[src/rtl/swan_kat_sequencer_if.sv]
// Handshake bundle between the SWAN KAT sequencer and its environment:
// vector table lookup, encrypt/decrypt core control and status.
interface swan_kat_sequencer_if #(
  parameter int BLOCK_SIZE = 64,
  parameter int KEY_SIZE   = 128
);
  logic                  run;
  logic [1:0]            mode;
  logic [7:0]            vec_addr;
  logic [KEY_SIZE-1:0]   vec_key;
  logic [BLOCK_SIZE-1:0] vec_pt;
  logic [BLOCK_SIZE-1:0] vec_ct;
  logic                  enc_start;
  logic                  dec_start;
  logic [KEY_SIZE-1:0]   core_key;
  logic [BLOCK_SIZE-1:0] core_inp;
  logic [BLOCK_SIZE-1:0] enc_out;
  logic                  enc_ready;
  logic [BLOCK_SIZE-1:0] dec_out;
  logic                  dec_ready;
  logic                  busy;
  logic                  done;
  logic                  pass;
  logic [7:0]            fail_cnt;
  logic [7:0]            first_fail;
  logic                  timeout;

  modport master (
    input  run, mode,
    input  vec_key, vec_pt, vec_ct,
    input  enc_out, enc_ready,
    input  dec_out, dec_ready,
    output vec_addr,
    output enc_start, dec_start,
    output core_key, core_inp,
    output busy, done, pass,
    output fail_cnt, first_fail, timeout
  );

  modport slave (
    output run, mode,
    output vec_key, vec_pt, vec_ct,
    output enc_out, enc_ready,
    output dec_out, dec_ready,
    input  vec_addr,
    input  enc_start, dec_start,
    input  core_key, core_inp,
    input  busy, done, pass,
    input  fail_cnt, first_fail, timeout
  );
endinterface

[src/rtl/swan_kat_sequencer.sv]
// Known-answer-test sequencer: walks a vector table through external
// SWAN encrypt/decrypt cores and reports pass/fail status.
module swan_kat_sequencer #(
  parameter int BLOCK_SIZE = 64,
  parameter int KEY_SIZE   = 128,
  parameter int NUM_VEC    = 3,
  parameter int TIMEOUT    = 1023
) (
  input  logic clk,
  input  logic rst,
  swan_kat_sequencer_if.master bus
);

  localparam int CW = (TIMEOUT < 2) ? 1 : $clog2(TIMEOUT + 1);

  typedef enum logic [2:0] {
    S_IDLE,
    S_LOAD,
    S_E_GO,
    S_E_WAIT,
    S_D_GO,
    S_D_WAIT,
    S_NEXT,
    S_FIN
  } state_e;

  state_e                state_q, state_d;
  logic                  run_q, run_d;
  logic [1:0]            mode_q, mode_d;
  logic [7:0]            vec_addr_q, vec_addr_d;
  logic [KEY_SIZE-1:0]   core_key_q, core_key_d;
  logic [BLOCK_SIZE-1:0] core_inp_q, core_inp_d;
  logic                  enc_start_q, enc_start_d;
  logic                  dec_start_q, dec_start_d;
  logic [CW-1:0]         cnt_q, cnt_d;
  logic                  busy_q, busy_d;
  logic                  done_q, done_d;
  logic                  pass_q, pass_d;
  logic [7:0]            fail_cnt_q, fail_cnt_d;
  logic [7:0]            first_fail_q, first_fail_d;
  logic                  timeout_q, timeout_d;
  logic                  fail_hit;
  logic [CW-1:0]         cnt_inc;

  assign cnt_inc = cnt_q + CW'(1);

  always_ff @(posedge clk or negedge rst) begin
    if (!rst) begin
      state_q      <= S_IDLE;
      run_q        <= 1'b0;
      mode_q       <= 2'd0;
      vec_addr_q   <= 8'd0;
      core_key_q   <= '0;
      core_inp_q   <= '0;
      enc_start_q  <= 1'b0;
      dec_start_q  <= 1'b0;
      cnt_q        <= '0;
      busy_q       <= 1'b0;
      done_q       <= 1'b0;
      pass_q       <= 1'b0;
      fail_cnt_q   <= 8'd0;
      first_fail_q <= 8'hFF;
      timeout_q    <= 1'b0;
    end else begin
      state_q      <= state_d;
      run_q        <= run_d;
      mode_q       <= mode_d;
      vec_addr_q   <= vec_addr_d;
      core_key_q   <= core_key_d;
      core_inp_q   <= core_inp_d;
      enc_start_q  <= enc_start_d;
      dec_start_q  <= dec_start_d;
      cnt_q        <= cnt_d;
      busy_q       <= busy_d;
      done_q       <= done_d;
      pass_q       <= pass_d;
      fail_cnt_q   <= fail_cnt_d;
      first_fail_q <= first_fail_d;
      timeout_q    <= timeout_d;
    end
  end

  // Core inputs and start pulses are registered on entry to the GO
  // states so that start and its operands are presented together.
  always_comb begin
    state_d      = state_q;
    run_d        = bus.run;
    mode_d       = mode_q;
    vec_addr_d   = vec_addr_q;
    core_key_d   = core_key_q;
    core_inp_d   = core_inp_q;
    enc_start_d  = 1'b0;
    dec_start_d  = 1'b0;
    cnt_d        = cnt_q;
    busy_d       = busy_q;
    done_d       = 1'b0;
    pass_d       = pass_q;
    fail_cnt_d   = fail_cnt_q;
    first_fail_d = first_fail_q;
    timeout_d    = timeout_q;
    fail_hit     = 1'b0;

    unique case (state_q)
      S_IDLE: begin
        if (bus.run && !run_q) begin
          mode_d       = bus.mode;
          fail_cnt_d   = 8'd0;
          pass_d       = 1'b0;
          timeout_d    = 1'b0;
          first_fail_d = 8'hFF;
          vec_addr_d   = 8'd0;
          busy_d       = 1'b1;
          state_d      = S_LOAD;
        end
      end
      S_LOAD: begin
        core_key_d = bus.vec_key;
        if (mode_q != 2'd1) begin
          core_inp_d  = bus.vec_pt;
          enc_start_d = 1'b1;
          state_d     = S_E_GO;
        end else begin
          core_inp_d  = bus.vec_ct;
          dec_start_d = 1'b1;
          state_d     = S_D_GO;
        end
      end
      S_E_GO: begin
        cnt_d   = '0;
        state_d = S_E_WAIT;
      end
      S_E_WAIT: begin
        cnt_d = cnt_inc;
        if (bus.enc_ready) begin
          fail_hit = (bus.enc_out != bus.vec_ct);
          if (mode_q[1]) begin
            // Round-trip mode feeds the encrypt result straight back.
            core_inp_d  = mode_q[0] ? bus.enc_out : bus.vec_ct;
            dec_start_d = 1'b1;
            state_d     = S_D_GO;
          end else begin
            state_d = S_NEXT;
          end
        end else if (cnt_inc == CW'(TIMEOUT)) begin
          timeout_d = 1'b1;
          fail_hit  = 1'b1;
          state_d   = S_FIN;
        end
      end
      S_D_GO: begin
        cnt_d   = '0;
        state_d = S_D_WAIT;
      end
      S_D_WAIT: begin
        cnt_d = cnt_inc;
        if (bus.dec_ready) begin
          fail_hit = (bus.dec_out != bus.vec_pt);
          state_d  = S_NEXT;
        end else if (cnt_inc == CW'(TIMEOUT)) begin
          timeout_d = 1'b1;
          fail_hit  = 1'b1;
          state_d   = S_FIN;
        end
      end
      S_NEXT: begin
        if (vec_addr_q == 8'(NUM_VEC - 1)) begin
          state_d = S_FIN;
        end else begin
          vec_addr_d = vec_addr_q + 8'd1;
          state_d    = S_LOAD;
        end
      end
      S_FIN: begin
        busy_d  = 1'b0;
        done_d  = 1'b1;
        pass_d  = (fail_cnt_q == 8'd0) && !timeout_q;
        state_d = S_IDLE;
      end
      default: state_d = S_IDLE;
    endcase

    if (fail_hit) begin
      if (fail_cnt_q == 8'd0) first_fail_d = vec_addr_q;
      if (fail_cnt_q != 8'hFF) fail_cnt_d = fail_cnt_q + 8'd1;
    end
  end

  assign bus.vec_addr   = vec_addr_q;
  assign bus.enc_start  = enc_start_q;
  assign bus.dec_start  = dec_start_q;
  assign bus.core_key   = core_key_q;
  assign bus.core_inp   = core_inp_q;
  assign bus.busy       = busy_q;
  assign bus.done       = done_q;
  assign bus.pass       = pass_q;
  assign bus.fail_cnt   = fail_cnt_q;
  assign bus.first_fail = first_fail_q;
  assign bus.timeout    = timeout_q;

endmodule

[src/flat_wrapper.sv]
// flat-port wrapper written by rule: the top's interface ports become plain ports
module swan_kat_sequencer_flat 
#(
  parameter int BLOCK_SIZE = 64,
  parameter int KEY_SIZE   = 128,
  parameter int NUM_VEC    = 3,
  parameter int TIMEOUT    = 1023
)
  (clk, rst, bus_run, bus_mode, bus_vec_key, bus_vec_pt, bus_vec_ct, bus_enc_out, bus_enc_ready, bus_dec_out, bus_dec_ready, bus_vec_addr, bus_enc_start, bus_dec_start, bus_core_key, bus_core_inp, bus_busy, bus_done, bus_pass, bus_fail_cnt, bus_first_fail, bus_timeout);
  swan_kat_sequencer_if #(.BLOCK_SIZE(BLOCK_SIZE), .KEY_SIZE(KEY_SIZE)) bus_i ();
  input  logic clk;
  input  logic rst;
  input wire logic [$bits(bus_i.run)-1:0] bus_run;
  input wire logic [$bits(bus_i.mode)-1:0] bus_mode;
  input wire logic [$bits(bus_i.vec_key)-1:0] bus_vec_key;
  input wire logic [$bits(bus_i.vec_pt)-1:0] bus_vec_pt;
  input wire logic [$bits(bus_i.vec_ct)-1:0] bus_vec_ct;
  input wire logic [$bits(bus_i.enc_out)-1:0] bus_enc_out;
  input wire logic [$bits(bus_i.enc_ready)-1:0] bus_enc_ready;
  input wire logic [$bits(bus_i.dec_out)-1:0] bus_dec_out;
  input wire logic [$bits(bus_i.dec_ready)-1:0] bus_dec_ready;
  output wire logic [$bits(bus_i.vec_addr)-1:0] bus_vec_addr;
  output wire logic [$bits(bus_i.enc_start)-1:0] bus_enc_start;
  output wire logic [$bits(bus_i.dec_start)-1:0] bus_dec_start;
  output wire logic [$bits(bus_i.core_key)-1:0] bus_core_key;
  output wire logic [$bits(bus_i.core_inp)-1:0] bus_core_inp;
  output wire logic [$bits(bus_i.busy)-1:0] bus_busy;
  output wire logic [$bits(bus_i.done)-1:0] bus_done;
  output wire logic [$bits(bus_i.pass)-1:0] bus_pass;
  output wire logic [$bits(bus_i.fail_cnt)-1:0] bus_fail_cnt;
  output wire logic [$bits(bus_i.first_fail)-1:0] bus_first_fail;
  output wire logic [$bits(bus_i.timeout)-1:0] bus_timeout;
  assign bus_i.run = bus_run;
  assign bus_i.mode = bus_mode;
  assign bus_i.vec_key = bus_vec_key;
  assign bus_i.vec_pt = bus_vec_pt;
  assign bus_i.vec_ct = bus_vec_ct;
  assign bus_i.enc_out = bus_enc_out;
  assign bus_i.enc_ready = bus_enc_ready;
  assign bus_i.dec_out = bus_dec_out;
  assign bus_i.dec_ready = bus_dec_ready;
  assign bus_vec_addr = bus_i.vec_addr;
  assign bus_enc_start = bus_i.enc_start;
  assign bus_dec_start = bus_i.dec_start;
  assign bus_core_key = bus_i.core_key;
  assign bus_core_inp = bus_i.core_inp;
  assign bus_busy = bus_i.busy;
  assign bus_done = bus_i.done;
  assign bus_pass = bus_i.pass;
  assign bus_fail_cnt = bus_i.fail_cnt;
  assign bus_first_fail = bus_i.first_fail;
  assign bus_timeout = bus_i.timeout;
  swan_kat_sequencer #(.BLOCK_SIZE(BLOCK_SIZE), .KEY_SIZE(KEY_SIZE), .NUM_VEC(NUM_VEC), .TIMEOUT(TIMEOUT)) u_core (.clk(clk), .rst(rst), .bus(bus_i));
endmodule
[config.mk]
export PLATFORM = sky130hd
export DESIGN_NAME = swan_kat_sequencer_flat
export DESIGN_NICKNAME = d
export VERILOG_FILES = /design/src/rtl/swan_kat_sequencer_if.sv /design/src/rtl/swan_kat_sequencer.sv /design/src/flat_wrapper.sv
export SDC_FILE = /design/constraint.sdc
export NUM_CORES = 1
export LEC_CHECK = 0
export CORE_AREA = 2 2 239 241
export CTS_CLUSTER_DIAMETER = 150
export DETAILED_ROUTE_END_ITERATION = 7
export DIE_AREA = 0 0 241 243
export PLACE_DENSITY = 0.51
export SYNTH_ARGS = -nofsm -noshare
export SYNTH_HDL_FRONTEND = slang
export SYNTH_SLANG_ARGS = --single-unit
[constraint.sdc]
create_clock -name clk -period 2.1 [get_ports clk]
set_clock_uncertainty 0.1 [all_clocks]
set_input_delay 0.21 -clock clk [delete_from_list [all_inputs] [get_ports clk]]
set_output_delay 0.21 -clock clk [all_outputs]
set_load 0.05 [all_outputs]
# --- Word level (Yosys, flattened, before mapping) ---
# Cells that the tools add are included.
totals:
  input_bits: 391
  output_inout_bits: 222
  regBits: 238
op_classes:
  reduce_logical: 18
  muxes: 44
  add_sub_neg: 3
  eq_ne: 19
op_table:
  columns: ["operator", "count"]
  rows:
  - ["64-bit two-way mux", 4]
  - ["64-bit inequality test", 2]
  - ["64-bit case mux with 2 select lines", 1]
  - ["8-bit two-way mux", 10]
  - ["3-bit case mux with 8 select lines", 1]
  - ["10-bit case mux with 2 select lines", 1]
  - ["3-bit two-way mux", 6]
  - ["8-bit by 1-bit adder with 8-bit output, second input constant", 2]
  - ["8-bit case mux with 2 select lines", 1]
  - ["1-bit two-way mux", 14]
  - ["3-bit equality test, second input constant", 4]
  - ["10-bit by 1-bit adder with 10-bit output, second input constant", 1]
  - ["10-bit equality test, second input constant", 1]
  - ["8-bit by 2-bit equality test with 1-bit output, second input constant", 1]
  - ["8-bit logical NOT", 1]
  - ["2-bit inequality test, second input constant", 4]
  - ["8-bit inequality test, second input constant", 1]
  - ["1-bit case mux with 2 select lines", 4]
  - ["2-bit nonzero test", 4]
  - ["3-bit by 2-bit equality test with 1-bit output, second input constant", 2]
  - ["2-bit by 1-bit inequality test with 1-bit output, second input constant", 3]
  - ["3-bit AND reduction", 2]
  - ["2-bit AND reduction", 2]
  - ["4-bit AND reduction", 1]
  - ["other kinds (8)", 11]

# --- Logic depth before layout (Yosys ltp) ---
# Gate-level depths: netlist of the first run.
logic_depth:
  ltp_word: 6
  mapped_depth: 8
  depth_no_buf: 8

# --- Worst setup path after synthesis of the first run ---
# Ideal clock, no wire load.
synth_path:
  kind: "register -> register"
  from: "reg u_core.cnt_q[0]"
  to: "reg u_core.fail_cnt_q[1], in the netlist u_core.bus.fail_cnt[1]"
  setup_time_ns: 0.128
  required_time_ns: 1.872
  path_stages_with_launch: 9
  n_path_buf: 0
  t_arrival_ns: 2.008
  slack_ns: -0.135
  cell_sequence: "dfrtp_1 > ha_1 > and3_2 > a22oi_2 > a211oi_2 > o2111ai_1 > o21ba_2 > o21ai_2 > mux2_1"
synth_via:
  elab_chain_len: 6
  word_cells_on_any_way: 7
synth_lines:
  columns: ["element", "line_no", "source"]
  rows:
  - ["start: declaration", "swan_kat_sequencer.sv:35", "logic [CW-1:0] cnt_q, cnt_d;"]
  - ["start signal: assignment", "swan_kat_sequencer.sv:73", "cnt_q <= cnt_d;"]
  - ["10-bit by 1-bit adder with 10-bit output *", "swan_kat_sequencer.sv:45", "assign cnt_inc = cnt_q + CW'(1);"]
  - ["10-bit equality test *", "swan_kat_sequencer.sv:144, swan_kat_sequencer.sv:159", null]
  - ["1-bit two-way mux *", "swan_kat_sequencer.sv:144, swan_kat_sequencer.sv:159", null]
  - ["1-bit two-way mux (on tied branches)", "swan_kat_sequencer.sv:156, swan_kat_sequencer.sv:134", null]
  - ["1-bit case mux with 2 select lines *", "swan_kat_sequencer.sv:103", "unique case (state_q)"]
  - ["8-bit two-way mux *", "swan_kat_sequencer.sv:182", "if (fail_hit) begin"]
  - ["net u_core.fail_cnt_d[1]", "swan_kat_sequencer.sv:39", "logic [7:0] fail_cnt_q, fail_cnt_d;"]
  - ["end signal: assignment", "swan_kat_sequencer.sv:77", "fail_cnt_q <= fail_cnt_d;"]
  - ["end: declaration", "swan_kat_sequencer.sv:39", null]
# The timed path passes the listed nets; every way through them passes the cells marked *.
# A chain may end at the register's enable or synchronous reset.

# --- Final worst setup path of the first run ---
layout_path:
  from: "in bus_vec_pt[20]"
  to: "reg u_core.fail_cnt_q[4], in the netlist u_core.bus.fail_cnt[4]"
layout_via:
  elab_chain_len: 4
layout_lines:
  columns: ["element", "line_no", "source"]
  rows:
  - ["start: declaration", "flat_wrapper.sv:16", "input wire logic [$bits(bus_i.vec_pt)-1:0] bus_vec_pt;"]
  - ["64-bit inequality test", "swan_kat_sequencer.sv:157", "fail_hit = (bus.dec_out != bus.vec_pt);"]
  - ["1-bit two-way mux", "swan_kat_sequencer.sv:156", "if (bus.dec_ready) begin"]
  - ["1-bit case mux with 2 select lines", "swan_kat_sequencer.sv:103", null]
  - ["8-bit two-way mux", "swan_kat_sequencer.sv:182", null]
  - ["net u_core.fail_cnt_d[4]", "swan_kat_sequencer.sv:39", null]
# The timed path passes the listed nets, and every way through them passes these cells.

==> flow_summary.ini, run 1 <==
[routing]
firstDrtPassIters = 5
routedWlPerCell_um = 21.8
wirelength_mm = 57.5
drtIter0Drc = 513
wl_met3_mm = 4.98
wl_met1_mm = 22.6
vias = 11600
drcViolationCount = 0
ant_nets = 0
routed-wl-met2_mm = 28.1
vias_per_cell = 4.41
routed.top_layer = met4

[logic_synthesis]
synth_nets = 1473
synth_top_cell_by_area = dfrtp_1
syn_area_um2 = 11800
ys_types = 50
async_flop_share_pct = 100
ys_seq_area_share_pct = 50.7
synthFlopType = dfrtp_1
synth_enable_flop_cells = 0
ys_seq_elements = 238
yosys_warnings = 0
synth_top_area_share_pct = 48.9
syn_avg_cell_area_um2 = 10.9
synth_cells = 1076
synth_area_leaders = dfrtp_1 (49%), mux2_2 (13%), xnor2_1 (7.7%), o31ai_1 (4.2%), o22ai_1 (3.7%)

[global_route]
grt_antenna_before_repair = 11
grt_start_max_net_pins = 65
grt_pass1_wl_mm = 81.4
grt_pass1_vias = 12200
grt_use_total_pct = 18.8
grt-ovfl-total = 0

[floorplan]
die_w_um = 241
initial_utilization_pct = 21.0
core_um2 = 56000
die_h_um = 243
fp.dieArea_um2 = 58600
ios = 613
placementRows = 87

[worst_hold_path]
holdCritPathClass = input port to async pin

[sta]
setup_viol = 16
rsz0062_at_grt = true
hold_slack_ns = 0.0378
fmax_ghz = 0.414
relSlewSlack_pct = 53.4
hold_violations = 0
drv_slew = 0
layout_min_cycle_time_ns = 2.41
setup_slack_ns = -0.313
tightest_slew_ns = 0.693
post-route-period-util_pct = 115

[critical_path]
crit_type = input port to flip-flop
endpoint_kind = flip-flop
start_kind = input port
critPathArrivalTime_ns = 2.77
worstPathMaxFanout = 4
crit_required_ns = 2.46

[cells_and_area]
syn_to_final_growth_pct = 82.4
final_cell_mix = clkdlybuf4s50_1 (482), dfrtp_1 (226), buf_4 (177)
fin_util_pct = 38.4
layout.nets = 2247
drive_gt1_share_pct = 23.1
layout_commonest_cell = clkdlybuf4s50_1

[outcome]
status = finished with violations
violations = setup timing

[clocking]
h-tree-depth = 1
insertion_delay_ns = 0.57
path_clk_slew_ns = 0.06
cts-root-buf = clkbuf_16
cts_tree = done
cts_sinks = 238
clock_path_buffers = 3
cts_buffers = 30

[job]
drv_cap = 0

[power_and_ir_drop]
powerDensity_nw_per_um2 = 1600
cellLeakagePower_nw = 9.32
peakVddDrop_uv = 640

[placement]
gp_congestion = 0.944
hpwl_mm = 45.9
port_buffers = 612
post-place-ws_ns = -1.10
[cell usage after synthesis, drive strengths merged (4+ instances only)]
| cell | instances |
|---|---|
| buf | 17 |
| and4 | 4 |
| ha | 6 |
| xnor2 | 103 |
| nor2b | 5 |
| mux2i | 10 |
| o31ai | 66 |
| nor2 | 97 |
| and3 | 6 |
| a22oi | 4 |
| o22ai | 69 |
| nand3 | 15 |
| inv | 21 |
| nand2b | 7 |
| a21oi | 12 |
| nand4 | 32 |
| o21ai | 11 |
| a21o | 5 |
| dfrtp | 230 |
| clkbuf | 41 |
| dfstp | 8 |
| mux2 | 133 |
| nand2 | 94 |
| xor2 | 30 |
| a22o | 8 |
| nor3 | 6 |
| nor4 | 15 |
[logic make-up after synthesis]
logic type	count (synthesis)	synth area share [%]
DFF	238	50.7
xor gates and xnor gates	133	9.89
buffers and inverters	79	2.67
AOI/OAI and AO/OA	190	11.5
adders and majority gates	6	0.637
muxes	143	13.6
and+or+nand+nor	287	11.1
[through the flow]
| stage | cells | power (W) | instance area [um2] | setup TNS [ns] |
|---|---|---|---|---|
| floorplan | 1076 | 0.0211 | 11800 | -0.560 |
| global placement | 2562 | 0.0293 | 20200 | -16.70 |
| detailed placement | 2562 | 0.0295 | 20200 | -19.19 |
| CTS | 2625 | 0.0346 | 21300 | -4.48 |
| global route | 2636 | 0.0362 | 21500 | -6.39 |
| finish | 2638 | 0.0344 | 21500 | -4.58 |
[layout make-up]
type | count | area [um2]
repair buffers | 800 | 7780
multi-input cells | 759 | 5680
well taps | 756 | 946
clock buffers | 47 | 956
clock inverters | 9 | 51.3
diodes | 8 | 20.0
fillers | 5678 | 34500
inverters | 21 | 78.8
flip-flops and latches | 238 | 5970
[final timing paths]
kind	end	depth (start not counted)	slack [ns]	start
max	u_core.bus.fail_cnt[4]$_DFF_PN0_	11	-0.31	bus_vec_pt[20]
min	u_core.bus.core_key[91]$_DFFE_PN0P_	2	0.04	rst
max reg2reg	u_core.bus.first_fail[7]$_DFF_PN1_	11	-0.31	u_core.cnt_q[0]$_DFFE_PN0P_
min reg2reg	u_core.bus.core_inp[52]$_DFFE_PN0P_	2	0.37	u_core.bus.core_inp[52]$_DFFE_PN0P_
max in group asynchronous	u_core.bus.first_fail[6]$_DFF_PN1_	3	1.21	rst
min in group clk	u_core.mode_q[1]$_DFFE_PN0P_	3	0.09	bus_mode[1]
[metal layers]
metal | vias to the layer above | global-route usage (%)
met5 | - | 0
met2 | 510 | 32.3
met4 | 0 | 6.48
met1 | 5587 | 22.3
met3 | 105 | 5.19
li1 | 5431 | -
[power breakdown]
part           internal (W)  leakage, nW  switching [W]
combinational       0.00761         5.94         0.0134
sequential          0.00689         2.87        0.00123
clock               0.00310        0.505        0.00214
[flip-flops by register name (all words and copies together) (netlist names), 2 cells and up]
register / cells
u_core.mode_q: 2
u_core.bus.vec_addr: 8
u_core.cnt_q: 10
u_core.state_q: 3
u_core.bus.core_inp: 64
u_core.bus.core_key: 128
u_core.bus.first_fail: 8
u_core.bus.fail_cnt: 8
[worst max-delay path: stages]
cell             delay, ns
clkdlybuf4s50_1       0.54
xnor2_1               0.14
nand4_1               0.22
nor4_2                0.41
buf_4                 0.17
nand4_1               0.17
buf_4                 0.21
o21bai_4              0.21
buf_4                 0.15
a22oi_1               0.08
a311o_1               0.27
[what timing repair did]
item | 4_1_cts | 5_1_grt
setup buffers | 5 | 3
hold buffers | 2 | 0
endpoints found under the hold margin | 231 | 0
gates cloned | 0 | 2
pin swaps | 16 | 0
resized for setup | 98 | 46
endpoints found under the setup margin | 88 | 69
Note: power is estimated with default switching activity, not from simulation.
==> inputs of run 2 (changes only) <==
Settings changed: SKIP_CTS_REPAIR_TIMING set to 1.
==> flow_summary.ini, run 2 (synthesis gave the netlist of run 1 again) <==
[outcome]
status = finished with violations
violations = setup timing

[sta]
drv_slew = 0
setup_slack_ns = -0.400
setup_viol = 16
rsz0062_at_grt = true
post-route-period-util_pct = 119
relSlewSlack_pct = 53.4
hold_violations = 0
fmax_ghz = 0.400
layout_min_cycle_time_ns = 2.50
tightest_slew_ns = 0.693

[critical_path]
endpoint_kind = flip-flop
cpMaxStageDelayCell = clkdlybuf4s50_1
crit_start = bus_vec_pt[41]
worstPathMaxFanout = 8
start_kind = input port
slowest_delay_ns = 0.47
r2r-start = u_core.cnt_q[0]$_DFFE_PN0P_
crit_required_ns = 2.49
worstPathCellList = clkdlybuf4s50_1 -> xnor2_1 -> nand4_1 -> nor4_4 -> buf_4 -> nand4_1 -> buf_4 -> o21bai_4 -> buf_6 -> a21oi_4 -> buf_12 -> mux2i_2
critPathArrivalTime_ns = 2.89
crit_type = input port to flip-flop

[global_route]
grt_use_total_pct = 18.7
grt-ovfl-total = 0
grt_pass1_vias = 12200
grt_antenna_before_repair = 11
grt_start_max_net_pins = 65
grt_pass1_wl_mm = 81.0

[routing]
routedWlPerCell_um = 21.8
wl_met1_mm = 22.2
routed.top_layer = met4
firstDrtPassIters = 5
vias_per_cell = 4.42
vias = 11600
ant_nets = 0
drtIter0Drc = 492
wirelength_mm = 57.3
drcViolationCount = 0
routed-wl-met2_mm = 27.9
wl_met3_mm = 5.32

[clocking]
clock_path_buffers = 3
h-tree-depth = 1
path_clk_slew_ns = 0.06
cts-root-buf = clkbuf_16
cts_buffers = 30
insertion_delay_ns = 0.56
cts_tree = done
cts_sinks = 238

[placement]
post-place-ws_ns = -1.10
port_buffers = 612
gp_congestion = 0.944
hpwl_mm = 45.9
dpl-instance-area_um2 = 20200

[power_and_ir_drop]
peakVddDrop_uv = 640
finalPower_w = 0.0347
powerDensity_nw_per_um2 = 1600
cellLeakagePower_nw = 9.91

[cells_and_area]
layout_commonest_cell = clkdlybuf4s50_1
largest_reg_flops = 128
layout.nets = 2242
syn_to_final_growth_pct = 84.1
final_cell_area_um2 = 21700
drive_gt1_share_pct = 22.7
final_cell_mix = clkdlybuf4s50_1 (485), dfrtp_1 (226), buf_4 (176)

[floorplan]
ios = 613
fp.dieArea_um2 = 58600
die_w_um = 241
initial_utilization_pct = 21.0
placementRows = 87
die_h_um = 243
core_um2 = 56000

[job]
drv_cap = 0

[worst_hold_path]
holdCritPathClass = input port to async pin
[run 2: where the power goes]
part | internal, W | total [W] | switching, W
Clock | 0.00310 | 0.00523 | 0.00213
Combinational | 0.00798 | 0.0214 | 0.0134
Sequential | 0.00689 | 0.00813 | 0.00124
Total | 0.0180 | 0.0347 | 0.0168
[run 2: path summary, 6_finish.rpt]
path | endpoint | slack, ns | cells after the start
worst max-delay path | u_core.bus.first_fail[7]$_DFF_PN1_ | -0.40 | 12
worst min register to register | u_core.bus.core_inp[52]$_DFFE_PN0P_ | 0.37 | 2
worst max register to register | u_core.bus.first_fail[7]$_DFF_PN1_ | -0.33 | 11
min in group clk | u_core.run_q$_DFF_PN0_ | 0.04 | 1
max in group asynchronous | u_core.bus.first_fail[6]$_DFF_PN1_ | 1.21 | 3
worst min-delay path | u_core.bus.core_inp[55]$_DFFE_PN0P_ | 0.04 | 2
[run 2: final cells by class]
class,instances,area [um2]
fillers,5625,34300
repair buffers,795,8000
flip-flops and latches,238,5970
multi-input cells,759,5650
clock buffers,47,956
well taps,756,946
inverters,21,78.8
clock inverters,9,51.3
diodes,9,22.5
[run 2: critical path, delay by kind of cell]
kind / cells / cell delay [ns]
muxes: 1 / 0.17
xor gates and xnor gates: 1 / 0.32
AOI/OAI and AO/OA: 2 / 0.30
and+or+nand+nor: 3 / 0.76
buffers and inverters: 5 / 1.11
[run 2: per-stage QoR]
step	cells	util [%]	setup TNS, ns	hold WS (ns)
after floorplan	1076	-	-0.560	-0.186
after global placement	2562	36.1	-16.70	0.0498
after detailed placement	2562	36.1	-19.19	0.0485
after CTS	2618	37.9	-10.88	-0.568
after global routing	2631	38.7	-6.40	0.0111
final	2634	38.8	-5.36	0.0422
[run 2: routing by layer]
layer,track usage [%],up-vias
met5,0,-
met2,32.2,526
met4,6.48,0
met1,22.3,5574
met3,5.16,96
li1,-,5435
==> inputs of run 3 (changes only) <==
Settings changed: SLEW_MARGIN set to 5.
==> results of run 3 <==
No change in the layout: final DEF, timing and power equal those of run 2.
